<file path="src/rtl/pc_addr_gen.sv">
// -----------------------------------------------------------------------------
// pc_addr_gen
//
// Next-PC candidate generator for the multicycle MIPS CPU. It sits between the
// PC register and the PC-select mux. Every cycle it computes three candidate
// next-PC values from the current PC and the instruction fields, and registers
// them. The control FSM elsewhere picks one; this block holds no selection
// state.
//
// There is no enable and no handshake. All inputs are treated as stable around
// the rising clock edge, and the outputs update every cycle with 1-cycle
// latency. A synchronous, active-high reset has priority over the update.
//
// Ports:
//   clk           in   1   system clock; all outputs update on the rising edge
//   reset         in   1   synchronous, active-high; loads RESET_VAL
//   address       in  26   instruction[25:0], J-format target field
//   immediate     in  16   instruction[15:0], I-format offset
//   opcode        in   6   instruction[31:26]
//   R_rs          in  32   contents of register rs (jr target)
//   PC            in  32   current program counter
//   PC4           out 32   registered PC + 4
//   branchAddress out 32   registered PC + 4 + (sign_extend(immediate) << 2)
//   jumpAddress   out 32   registered jr target (opcode 0) or pseudo-direct
//                          J-format target
//   misaligned    out  1   only when PCADDR_ALIGN_CHECK_EN is defined:
//                          registered flag, set for opcode 0 when R_rs[1:0] is
//                          non-zero; it resets to 0
//
// Optional feature macro: PCADDR_ALIGN_CHECK_EN
//   Defined   : adds the misaligned output. jumpAddress is not masked.
//   Undefined : the port and its logic do not exist.
//
// Parameters:
//   RESET_VAL  value loaded into PC4, branchAddress and jumpAddress on reset
// -----------------------------------------------------------------------------
module pc_addr_gen #(
    parameter logic [31:0] RESET_VAL = 32'h0000_0000
) (
    input  logic        clk,
    input  logic        reset,
    input  logic [25:0] address,
    input  logic [15:0] immediate,
    input  logic [5:0]  opcode,
    input  logic [31:0] R_rs,
    input  logic [31:0] PC,
    output logic [31:0] PC4,
    output logic [31:0] branchAddress,
    output logic [31:0] jumpAddress
`ifdef PCADDR_ALIGN_CHECK_EN
    ,
    output logic        misaligned
`endif
);

    // R-type opcode; jr is the only R-type instruction that reaches this path.
    localparam logic [5:0] OPCODE_RTYPE = 6'b000000;

    logic [31:0] pc4_d,    pc4_q;
    logic [31:0] branch_d, branch_q;
    logic [31:0] jump_d,   jump_q;
    logic [31:0] branch_offset;

    // Next-value computation. All additions wrap modulo 2^32, and no overflow
    // is reported.
    always_comb begin
        pc4_d         = PC + 32'd4;

        // The immediate is sign-extended and then shifted left by two, so
        // 16'hFFFF becomes an offset of -4.
        branch_offset = {{14{immediate[15]}}, immediate, 2'b00};
        branch_d      = pc4_d + branch_offset;

        // The pseudo-direct region comes from the upper nibble of PC + 4, not
        // of PC. This only matters when PC is the last word of a 256 MB
        // region. The value is computed for every opcode so the register
        // contents are always defined.
        if (opcode == OPCODE_RTYPE) begin
            jump_d = R_rs;
        end else begin
            jump_d = {pc4_d[31:28], address, 2'b00};
        end
    end

    always_ff @(posedge clk) begin
        if (reset) begin
            pc4_q    <= RESET_VAL;
            branch_q <= RESET_VAL;
            jump_q   <= RESET_VAL;
        end else begin
            pc4_q    <= pc4_d;
            branch_q <= branch_d;
            jump_q   <= jump_d;
        end
    end

    assign PC4           = pc4_q;
    assign branchAddress = branch_q;
    assign jumpAddress   = jump_q;

`ifdef PCADDR_ALIGN_CHECK_EN
    // Flags a jr whose target is not word-aligned. The target is passed
    // through unmodified, and the consumer decides how to handle the flag.
    logic misaligned_d, misaligned_q;

    always_comb begin
        misaligned_d = (opcode == OPCODE_RTYPE) && (R_rs[1:0] != 2'b00);
    end

    always_ff @(posedge clk) begin
        if (reset) begin
            misaligned_q <= 1'b0;
        end else begin
            misaligned_q <= misaligned_d;
        end
    end

    assign misaligned = misaligned_q;
`endif

endmodule

</file>
<file path="config.mk">
export PLATFORM = sky130hd
export DESIGN_NAME = pc_addr_gen
export DESIGN_NICKNAME = d
export VERILOG_FILES = /design/src/rtl/pc_addr_gen.sv
export SDC_FILE = /design/constraint.sdc
export NUM_CORES = 1
export LEC_CHECK = 0
export ABC_CLOCK_PERIOD_IN_PS = 4100
export BUFFER_PORTS_ARGS = -buffer_cell sky130_fd_sc_hd__buf_4
export CAP_MARGIN = 20
export CORE_MARGIN = 4
export CORE_UTILIZATION = 45
export CTS_CLUSTER_DIAMETER = 100
export DETAILED_ROUTE_END_ITERATION = 8
export GPL_TIMING_DRIVEN = 0
export MAX_ROUTING_LAYER = met4
export PLACE_DENSITY_LB_ADDON = 0.3
export SYNTH_ARGS = -nofsm -noshare
export SYNTH_HDL_FRONTEND = slang
export SYNTH_SLANG_ARGS = --single-unit
export TNS_END_PERCENT = 5
</file>
<file path="constraint.sdc">
create_clock -name clk -period 4.1 [get_ports clk]
set_input_delay 0.82 -clock clk [delete_from_list [all_inputs] [get_ports clk]]
set_output_delay 0.82 -clock clk [all_outputs]
set_load 0.02 [all_outputs]
</file>
==> flow_metrics.tcl <==
set metrics [dict create \
    outcome "completed" \
    synth_edf_count 0 \
    clkSinkCount 94 \
    powerDensity_nw_per_um2 352 \
    finalCritPeriodShare 0.940 \
    cts_max_level 3 \
    pwr-share-clk 0.285 \
    synth_common_cells "dfxtp_1 (94), nand2_1 (87), a21oi_1 (55)" \
    wirelength_microns 15800 \
    hold_viol_final 0 \
    synth_cell_types 57 \
    grt.total_usage 0.253 \
    root_buffer "clkbuf_8" \
    fin_nets 952 \
    dr.pass1.iters 5 \
    fin_area_sq_um 6880 \
    cts_tree "done" \
    yosysMostFrequentCell "dfxtp_1" \
    synthesis.nets 732 \
    grt_max_degree 17 \
    path_clk_slew_ps 90 \
    worstSetupEndpointType "flop" \
    vias 4864 \
    dieHeight_microns 113 \
    dieArea_sq_um 12700 \
    peakVddDrop_v 0.000172 \
    start_util 0.470 \
    hpwl_microns 12900 \
    power.internal_uw 1660 \
    setup_violations 0 \
    critPathRequiredTime_ps 4320 \
    syn_area_sq_um 4920 \
    drtIter0Drc 394 \
    place_area_sq_um 6660 \
    hold_buffers 0 \
    yosys-top-cells-area "dfxtp_1 (38%), ha_1 (8.4%), nand2_1 (6.6%)" \
    slew_viol_final 0 \
    grt_pass1_vias 4804 \
    ys_seq_elements 94 \
    cts_setup_buffers 0 \
    drive_above_1_share 0.299 \
    synth_top_area_cell "dfxtp_1" \
    overflow 0 \
    cp_data_arrival_time_ps 4080 \
    clk_path_buf_depth 2 \
    grt_pass1_wl_microns 25200 \
    path_class "in -> reg" \
    wl_per_cell_microns 16.8 \
    syn_inst 584 \
    ys_async_sr_fraction 0 \
    yosysTopAreaCellShare 0.383 \
    power_switching_uw 764 \
    yosysSeqAreaShare 0.383 \
    via_per_inst 5.15 \
    maxSlewHeadroom 0.580 \
    maxCapViolCount 0 \
    die_width_microns 113 \
    numCtsBuffers 9 \
    syn_avg_cell_area_sq_um 8.42 \
    total_power_uw 2420 \
    core-area_sq_um 10500 \
    grt_setup_unrepaired "no" \
    combPwrFrac 0.297 \
    power.leakage_uw 0.00327 \
    hold_path_class "in -> reg" \
    drc_errors 0 \
    pwr-share-seq 0.419 \
    switching_share 0.315 \
    pin_count 210 \
    synth_warnings 0 \
    gp_congestion 0.987 \
    antenna_left 0 \
    fin_crit_ps 3850 \
    ys.flop_type "dfxtp_1" \
    critPathLaunchType "input pin" \
    grt_antenna_before_repair 0 \
    port_buffers 209 \
    crit_fanout 9 \
    rows 37 \
    worst_slew_pin_slew_ps 630 \
    area_delta_synth_final_pct 39.9 \
    clock.fmax_ghz 0.260 \
    antennaDiodeCount 0 \
]
-- metrics by stage --
| stage | setup slack [ps] | util | setup TNS, ps | std cells | hold slack (ps) |
|---|---|---|---|---|---|
| after floorplan | 551 | - | 0 | 584 | 892 |
| after global placement | -204 | 0.636 | -615 | 929 | 1030 |
| after detailed placement | -265 | 0.636 | -721 | 929 | 1040 |
| after CTS | 124 | 0.657 | 0 | 945 | 652 |
| after global routing | 45.1 | 0.658 | 0 | 945 | 656 |
| final | 247 | 0.658 | 0 | 945 | 677 |
-- cell type report --
cell class                 instances  area (sq um)
fill                             899          3580
multi-input combinational        453          2900
sequential                        94          1880
timing repair buffer             209          1570
tap                              136           170
clock buffer                      10           128
buffer                            25           101
clock inverter                     6          91.3
inverter                          12          45.0
-- worst paths after layout --
path	startpoint	to	slack, ps	depth (start not counted)
max	PC[2]	branchAddress[29]$_SDFF_PP0_	250	13
min	PC[0]	PC4[0]$_SDFF_PP0_	680	2
-- what timing repair did --
action,in CTS,in global routing
resized for setup,0,1
endpoints found under the setup margin,0,1
endpoints found under the hold margin,0,0
-- kinds of logic (layout without fill, tap and decap cells) --
| group | after synthesis | count (layout) | share of synthesized area |
|---|---|---|---|
| flops | 94 | 94 | 0.383 |
| simple gates | 244 | 244 | 0.245 |
| fa+ha+maj | 34 | 34 | 0.0880 |
| xor+xnor | 49 | 49 | 0.0873 |
| buf+inv | 37 | 262 | 0.0298 |
| mux | 3 | 3 | 0.00662 |
| compound gates | 123 | 123 | 0.161 |
-- state kept, by name (all words and copies together), names as in the netlist --
register / flops
PC4: 32
branchAddress: 30
jumpAddress: 32
-- worst max-delay path: stages --
cell and delay (ps):
buf_4 120, ha_1 270, nand3_1 170, nor4_2 400, and2_1 260, xor2_1 100, ha_1 280, clkbuf_1 320
nand4_1 220, or4_1 580, o211ai_2 220, mux2i_1 210, o21ai_0 100
-- cells in the final DEF, fill, tap and decap left out, types with 2 or more instances in the layout --
master     instances
a211o_1            3
a211oi_1           3
a21o_1            14
a21oi_1           55
a2bb2oi_1          2
a31o_2             2
a31oi_1            2
and2_1            29
and3_1             7
and4_1             4
buf_1              3
buf_4            211
bufinv_16          2
clkbuf_1          21
clkbuf_8           9
dfxtp_1           94
ha_1              33
inv_1             12
inv_6              2
mux2_2             2
nand2_1           87
nand2b_1           3
nand3_1           13
nand4_1           17
nor2_1            54
nor2b_1           10
nor3_1             7
o21a_1             6
o21ai_0           16
o21bai_1           4
o31ai_1            2
or3_1              2
xnor2_1           24
xor2_1            25
-- power by group through the flow --
stage / clock network [uW] / registers (uW) / logic (uW)
global route: 744 / 1020 / 781
floorplan: 0 / 1130 / 304
global placement: 0 / 1030 / 708
CTS: 706 / 1020 / 717
detailed placement: 0 / 1040 / 714
finish: 690 / 1010 / 719
-- layer usage --
metal / track usage / vias up / share of wire
li1: - / 2451 / -
met1: 0.317 / 2205 / 0.44
met2: 0.423 / 189 / 0.48
met3: 0.0372 / 19 / 0.058
met4: 0.0753 / 0 / 0.017
met5: - / - / 0
Power figures use the tool's default switching activity.
